<file path="src/rtl/tenthirty_ctrl.sv">
// Ten-and-a-half card game controller.
// Player and dealer totals are kept in half-points; face cards count one half-point.
module tenthirty_ctrl #(
    parameter int NUM_ROUNDS   = 4,
    parameter int DEALER_STAND = 16
) (
    input  logic       clk,
    input  logic       rst_n,
    input  logic       btn_m,
    input  logic       btn_r,
    output logic       card_req,
    input  logic       card_vld,
    input  logic [3:0] card_num,
    output logic [5:0] player_pts,
    output logic [5:0] dealer_pts,
    output logic [2:0] player_cnt,
    output logic [2:0] dealer_cnt,
    output logic [1:0] round,
    output logic [2:0] led
);

    typedef enum logic [3:0] {
        IDLE, P_REQ, P_CHK, P_BTN, D_REQ, D_CHK, CMP, RESULT, DONE
    } state_t;

    state_t     state_q, state_d;
    logic [5:0] pp_q, pp_d, dp_q, dp_d;
    logic [2:0] pc_q, pc_d, dc_q, dc_d;
    logic [1:0] rnd_q, rnd_d;
    logic [2:0] led_q, led_d;

    logic       card_ok;
    logic [5:0] card_val;
    logic       last_rnd;

    assign card_ok  = card_vld && (card_num >= 4'd1) && (card_num <= 4'd13);
    assign card_val = (card_num <= 4'd10) ? {1'b0, card_num, 1'b0} : 6'd1;
    assign last_rnd = (rnd_q == 2'(NUM_ROUNDS - 1));

    // State and datapath registers; reset wins over any coincident card.
    always_ff @(posedge clk) begin
        if (!rst_n) begin
            state_q <= IDLE;
            pp_q    <= '0;
            dp_q    <= '0;
            pc_q    <= '0;
            dc_q    <= '0;
            rnd_q   <= '0;
            led_q   <= '0;
        end else begin
            state_q <= state_d;
            pp_q    <= pp_d;
            dp_q    <= dp_d;
            pc_q    <= pc_d;
            dc_q    <= dc_d;
            rnd_q   <= rnd_d;
            led_q   <= led_d;
        end
    end

    // Next-state selection.
    always_comb begin
        state_d = state_q;
        case (state_q)
            IDLE:   if (btn_m) state_d = P_REQ;
            P_REQ:  if (card_ok) state_d = P_CHK;
            P_CHK: begin
                if (pp_q > 6'd21)      state_d = RESULT;
                else if (pc_q == 3'd5) state_d = D_REQ;
                else                   state_d = P_BTN;
            end
            P_BTN: begin
                if (btn_r)      state_d = D_REQ;
                else if (btn_m) state_d = P_REQ;
            end
            D_REQ:  if (card_ok) state_d = D_CHK;
            D_CHK: begin
                if (dp_q > 6'd21)
                    state_d = RESULT;
                else if (dp_q >= 6'(DEALER_STAND) || dc_q == 3'd5)
                    state_d = CMP;
                else
                    state_d = D_REQ;
            end
            CMP:    state_d = RESULT;
            RESULT: if (btn_m) state_d = last_rnd ? DONE : P_REQ;
            DONE:   state_d = DONE;
            default: state_d = IDLE;
        endcase
    end

    // Card request, score accumulation and result LEDs.
    always_comb begin
        pp_d     = pp_q;
        dp_d     = dp_q;
        pc_d     = pc_q;
        dc_d     = dc_q;
        rnd_d    = rnd_q;
        led_d    = led_q;
        card_req = (state_q == P_REQ) || (state_q == D_REQ);
        case (state_q)
            IDLE: begin
                if (btn_m) begin
                    pp_d       = '0;
                    dp_d       = '0;
                    pc_d       = '0;
                    dc_d       = '0;
                    led_d[1:0] = 2'b00;
                end
            end
            P_REQ: begin
                if (card_ok) begin
                    pp_d = pp_q + card_val;
                    pc_d = pc_q + 3'd1;
                end
            end
            P_CHK:  if (pp_q > 6'd21) led_d[1:0] = 2'b01;
            D_REQ: begin
                if (card_ok) begin
                    dp_d = dp_q + card_val;
                    dc_d = dc_q + 3'd1;
                end
            end
            D_CHK:  if (dp_q > 6'd21) led_d[1:0] = 2'b10;
            CMP:    led_d[1:0] = (pp_q > dp_q) ? 2'b10 : 2'b01;
            RESULT: begin
                if (btn_m) begin
                    if (last_rnd) begin
                        led_d[2] = 1'b1;
                    end else begin
                        rnd_d      = rnd_q + 2'd1;
                        pp_d       = '0;
                        dp_d       = '0;
                        pc_d       = '0;
                        dc_d       = '0;
                        led_d[1:0] = 2'b00;
                    end
                end
            end
            default: ;
        endcase
    end

    assign player_pts = pp_q;
    assign dealer_pts = dp_q;
    assign player_cnt = pc_q;
    assign dealer_cnt = dc_q;
    assign round      = rnd_q;
    assign led        = led_q;

endmodule

</file>
<file path="config.mk">
export PLATFORM = sky130hd
export DESIGN_NAME = tenthirty_ctrl
export DESIGN_NICKNAME = d
export VERILOG_FILES = /design/src/rtl/tenthirty_ctrl.sv
export SDC_FILE = /design/constraint.sdc
export NUM_CORES = 1
export LEC_CHECK = 0
export ABC_CLOCK_PERIOD_IN_PS = 6400
export CELL_PAD_IN_SITES_DETAIL_PLACEMENT = 0
export CELL_PAD_IN_SITES_GLOBAL_PLACEMENT = 1
export CORE_MARGIN = 2
export CORE_UTILIZATION = 43
export CTS_CLUSTER_DIAMETER = 200
export DETAILED_ROUTE_END_ITERATION = 7
export PLACE_DENSITY = 0.9
export SYNTH_ARGS = -nofsm -noshare
export SYNTH_HDL_FRONTEND = slang
export SYNTH_SLANG_ARGS = --single-unit
</file>
<file path="constraint.sdc">
create_clock -name clk -period 6.4 [get_ports clk]
set_clock_uncertainty 0.05 [all_clocks]
set_input_delay 1.28 -clock clk [delete_from_list [all_inputs] [get_ports clk]]
set_output_delay 1.28 -clock clk [all_outputs]
set_load 0.005 [all_outputs]
</file>
# == After elaboration in Yosys (flattened, before gate mapping) ==
# Index checks and enable logic that the tools add are counted.
# W data, S select, Z words.
# word_totals
register_bits,27
in_bits,9
# classes
n_addsub,5
n_reduce_logical,14
muxes,33
bitwise_logic,1
magnitude_cmp,7
n_eq_ne,18
# op_table
cell,n
$pmux W4 S9,1
$pmux W6 S3,2
$mux W6,5
$mux W4,6
$mux W3,7
$pmux W3 S3,2
$eq A4 B3 Y1 const B,4
$mux W2,8
$ne A2 B2 Y1 const B,7
$add A6 B5 Y6,2
$gt A6 B5 Y1 const B,2
$pmux W2 S5,1
$reduce_and A5 Y1,2
$reduce_and A3 Y1,3
$eq A4 B2 Y1 const B,2
$le A4 B4 Y1 const B,2
$add A3 B1 Y3 const B,2
$eq A3 B3 Y1 const B,2
$ge A6 B5 Y1 const B,1
$gt A6 B6 Y1,1
$reduce_and A6 Y1,1
$reduce_bool A3 Y1,2
$mux W5,1
$reduce_bool A5 Y1,1
other kinds (9),11

# == Longest topological paths before layout ==
# logic_depth
word_depth,5
depth_mapped,9
depth_no_buf,8

# == Worst setup path after synthesis ==
# Ideal clock, no wire load.
# synth_timing
kind,input to register
startpoint,input port card_num[0]
endpoint,register pp_q[4] (netlist: player_pts[4])
arrival_ps,3022
n_path_buf,1
path_stages,9
slack_ps,3232
required_ps,6255
setup_ps,95
path_cell_list,buf_4 > a21oi_1 > nor2b_1 > ha_1 > ha_1 > a31o_2 > maj3_2 > a2111o_1 > o311ai_1
# synth_between
elab_chain_cells,5
elab_cells_between_ends,11
# synth_lines
element,line,source
from (decl),13,"input logic [3:0] card_num,"
$le A4 B4 Y1 or $ge A4 B1 Y1 (tied branches),"37, 36",
$mux W5 or $logic_and A1 B1 Y1 (tied branches),"37, 36",
$add A6 B5 Y6 or $logic_and A1 B1 Y1 (tied branches),"113, 36",
$mux W6 or $ne A2 B2 Y1 (tied branches),-,
$pmux W6 S3 or $reduce_and A5 Y1 (tied branches),-,
to (signal assigned),52,pp_q <= pp_d;
to (decl),27,"logic [5:0] pp_q, pp_d, dp_q, dp_d;"
# Parallel ways exist; a longest one is shown, timed or not. The select of a mux whose other input is x is not followed.
# A chain may end at the register's enable or synchronous reset.

# == Final worst setup path ==
# layout_timing
startpoint,input port card_num[0]
endpoint,register dp_q[4] (netlist: dealer_pts[4])
# layout_between
elab_chain_cells,5
elab_cells_between_ends,11
# layout_lines
element,line,source
$le A4 B4 Y1 or $ge A4 B1 Y1 (tied branches),"37, 36",
$mux W5 or $logic_and A1 B1 Y1 (tied branches),"37, 36",
$add A6 B5 Y6 or $logic_and A1 B1 Y1 (tied branches),"120, 36",
$mux W6 or $ne A2 B2 Y1 (tied branches),-,
$pmux W6 S3 or $reduce_and A5 Y1 (tied branches),-,
to (signal assigned),53,dp_q <= dp_d;
to (decl),27,
# Parallel ways exist; a longest one is shown, timed or not. The select of a mux whose other input is x is not followed.

==> impl_metrics.env <==
export IMPL_status="finished, final reports clean"
export IMPL_met1_usage_pct=29.8
export IMPL_synth_area_um2=2120
export IMPL_grt_max_degree=19
export IMPL_start_util_pct=44.6
export IMPL_path_class="input pin to register"
export IMPL_timing_final_crit_share_pct=55.2
export IMPL_die_area_um2=5510
export IMPL_drtIter0Drc=213
export IMPL_busiest_layer="met2"
export IMPL_worst_slew_pin_slew_ns=0.600
export IMPL_holdBufCountCts=0
export IMPL_dpl_hpwl_mm=3.98
export IMPL_synth_edff_count=0
export IMPL_yosysWarnings=0
export IMPL_cp_depth=9
export IMPL_rrSetupSlack_ns=4.27
export IMPL_die_w_um=74.3
export IMPL_slew_headroom_pct=59.7
export IMPL_r2r_start="state_q[2]"
export IMPL_cts_sinks=27
export IMPL_grt_pass1_vias=1698
export IMPL_hold_violations=0
export IMPL_min_path_type="register to register"
export IMPL_fin_nets=316
export IMPL_worstPathArrival_ns=3.67
export IMPL_cts_setup_buffers=0
export IMPL_syn_inst=262
export IMPL_syn_to_final_growth_pct=18.1
export IMPL_gp_congestion=0.885
export IMPL_clk_pin_slew_ns=0.10
export IMPL_rsz0062_at_grt="no"
export IMPL_grtUsageMet2_pct=30.4
export IMPL_cp_top_family="compound AO/OA/AOI/OAI gates"
export IMPL_cellPowerDensity_nw_per_um2=253
export IMPL_via_per_inst=5.64
export IMPL_fmax_mhz=283
export IMPL_drv_slew=0
export IMPL_n_antenna_cell=0
export IMPL_critPathMaxStageDelay_ns=0.59
export IMPL_maxCapViolCount=0
export IMPL_gr_total_overflow=0
export IMPL_ys_seq_area_share_pct=25.5
export IMPL_core_area_um2=4750
export IMPL_final_cell_mix="clkdlybuf4s50_1 (32), dfxtp_1 (27), nor2_1 (22), a21oi_1 (21), ha_1 (19)"
export IMPL_grt_pass1_wl_mm=8.55
export IMPL_final_cell_area_um2=2510
export IMPL_die_y_um=74.3
export IMPL_ant_nets=0
export IMPL_insertion_delay_ns=0.28
export IMPL_io_pin_count=33
export IMPL_cp_cell_sequence="clkdlybuf4s50_1 > a21oi_1 > nor2b_1 > ha_1 > ha_1 > a31o_1 > maj3_2 > a2111o_1 > o311ai_1"
export IMPL_crit_path_end="dealer_pts[4]"
export IMPL_rr_worst_depth=5
export IMPL_mostFrequentLayoutCell="clkdlybuf4s50_1"
export IMPL_setup_viol_count_final=0
export IMPL_slowest_stage="clkdlybuf4s50_1"
export IMPL_timing_setup_tns_ns=0
export IMPL_ctsResizeCount=0
export IMPL_place_area_um2=2460
export IMPL_cp_startpoint="card_num[0]"
export IMPL_drc=0
export IMPL_critPathLaunchType="input pin"
export IMPL_wl_mm=5.21
export IMPL_cts_root_buf="clkbuf_8"
export IMPL_synth_cell_types=57
export IMPL_grtUsageTotal_pct=19.8
export IMPL_critPathMostFrequentCell="ha_1"
export IMPL_via_count=1995
export IMPL_drive_gt1_share_pct=4.53
export IMPL_leakagePower_nw=0.967
export IMPL_syn_nets=290
export IMPL_io_buffers=32
export IMPL_routedWlPerCell_um=14.7
export IMPL_ys_ff_latch=27
export IMPL_path_buf_inv=1
export IMPL_final_fill_count=481
export IMPL_clock_path_buffers=2
export IMPL_layout_min_cycle_time_ns=3.53
export IMPL_grt_util_met3_pct=4.34
export IMPL_crit_path_end_kind="register"
export IMPL_rr_endpoint="dealer_cnt[2]"
export IMPL_cts_tree="built"
export IMPL_ys_flop_type="dfxtp_1"
export IMPL_antenna_found_initial=0
export IMPL_syn_area_per_cell_um2=8.10
export IMPL_cp_data_required_time_ns=6.54
export IMPL_synthArstFlopShare_pct=0
export IMPL_cts_buffers=3
export IMPL_first_pass_iters=4
export IMPL_h_tree_depth=1
export IMPL_path_max_fanout=11
export IMPL_ir_drop_v=0.000165
export IMPL_rows=25
-- flip-flops by register name, summed over array words and instances, names as in the netlist --
signal,flops
dealer_cnt,3
dealer_pts,6
led,3
player_cnt,3
player_pts,6
round,2
state_q,4
-- where the power goes --
group / switching (mW) / total (mW) / leakage, nW / internal (mW)
clock: 0.0574 / 0.103 / 0.0261 / 0.0457
combinational: 0.170 / 0.301 / 0.722 / 0.131
sequential: 0.0429 / 0.228 / 0.218 / 0.186
total: 0.271 / 0.633 / 0.967 / 0.362
-- cell families (layout without fill, tap and decap cells) --
group	count (synthesis)	count (layout)	synth area share [%]
and+or+nand+nor	90	90	22.2
AOI/OAI and AO/OA	83	83	27.5
DFF	27	27	25.5
buffers and inverters	26	51	5.95
adders and majority gates	23	23	13.2
xor gates and xnor gates	8	8	3.30
muxes	5	5	2.36
-- final cells by class --
type	instances	area, um2	share of cell area [%]
clock buffers	3	41.3	1.65
clock inverters	1	8.76	0.349
inverters	15	56.3	2.25
multi-input cells	209	1460	58.1
flip-flops and latches	27	541	21.6
well taps	67	83.8	3.34
repair buffers	32	320	12.8
-- cells in the mapped netlist (5+ instances only) --
cell type	instances	share of area, %
dfxtp_1	27	25
nor2_1	22	3.9
a21oi_1	21	5.0
ha_1	19	11
nand2_1	18	3.2
inv_1	14	2.5
o21ai_0	10	2.4
nand3_1	9	2.1
and2_1	7	2.1
mux2i_1	5	2.4
nor3_1	5	1.2
o31ai_1	5	1.8
xnor2_1	5	2.1
-- worst min-delay path by stage --
stage | start | to | slack, ns | depth (start not counted)
CTS | led[2] | led[2] | 0.44 | 2
floorplan | led[2] | led[2] | 0.42 | 2
detailed placement | led[2] | led[2] | 0.42 | 2
global route | led[2] | led[2] | 0.47 | 2
global placement | led[2] | led[2] | 0.40 | 2
finish | led[2] | led[2] | 0.43 | 2
-- layer usage --
| layer | up-vias | routed length, um |
|---|---|---|
| met3 | 2 | 267 |
| met2 | 43 | 2300 |
| met4 | 0 | 17 |
| li1 | 1025 | - |
| met1 | 925 | 2630 |
| met5 | - | 0 |
-- tightest hold or removal path: stages, from the launching register on --
cell	delay [ns]
dfxtp_1	0.34
nor2_1	0.04
nor2_1	0.07
-- per-stage QoR --
step / power (mW) / setup WS (ns) / cells / hold WS (ns) / utilization [%]
after detailed placement: 0.534 / 2.61 / 350 / 0.416 / 51.7
after global routing: 0.688 / 2.72 / 354 / 0.468 / 52.7
final: 0.633 / 2.87 / 354 / 0.433 / 52.7
after CTS: 0.638 / 2.89 / 354 / 0.441 / 52.7
after floorplan: 0.465 / 3.23 / 262 / 0.415 / -
after global placement: 0.531 / 2.67 / 350 / 0.404 / 51.7
Power figures use the tool's default switching activity.
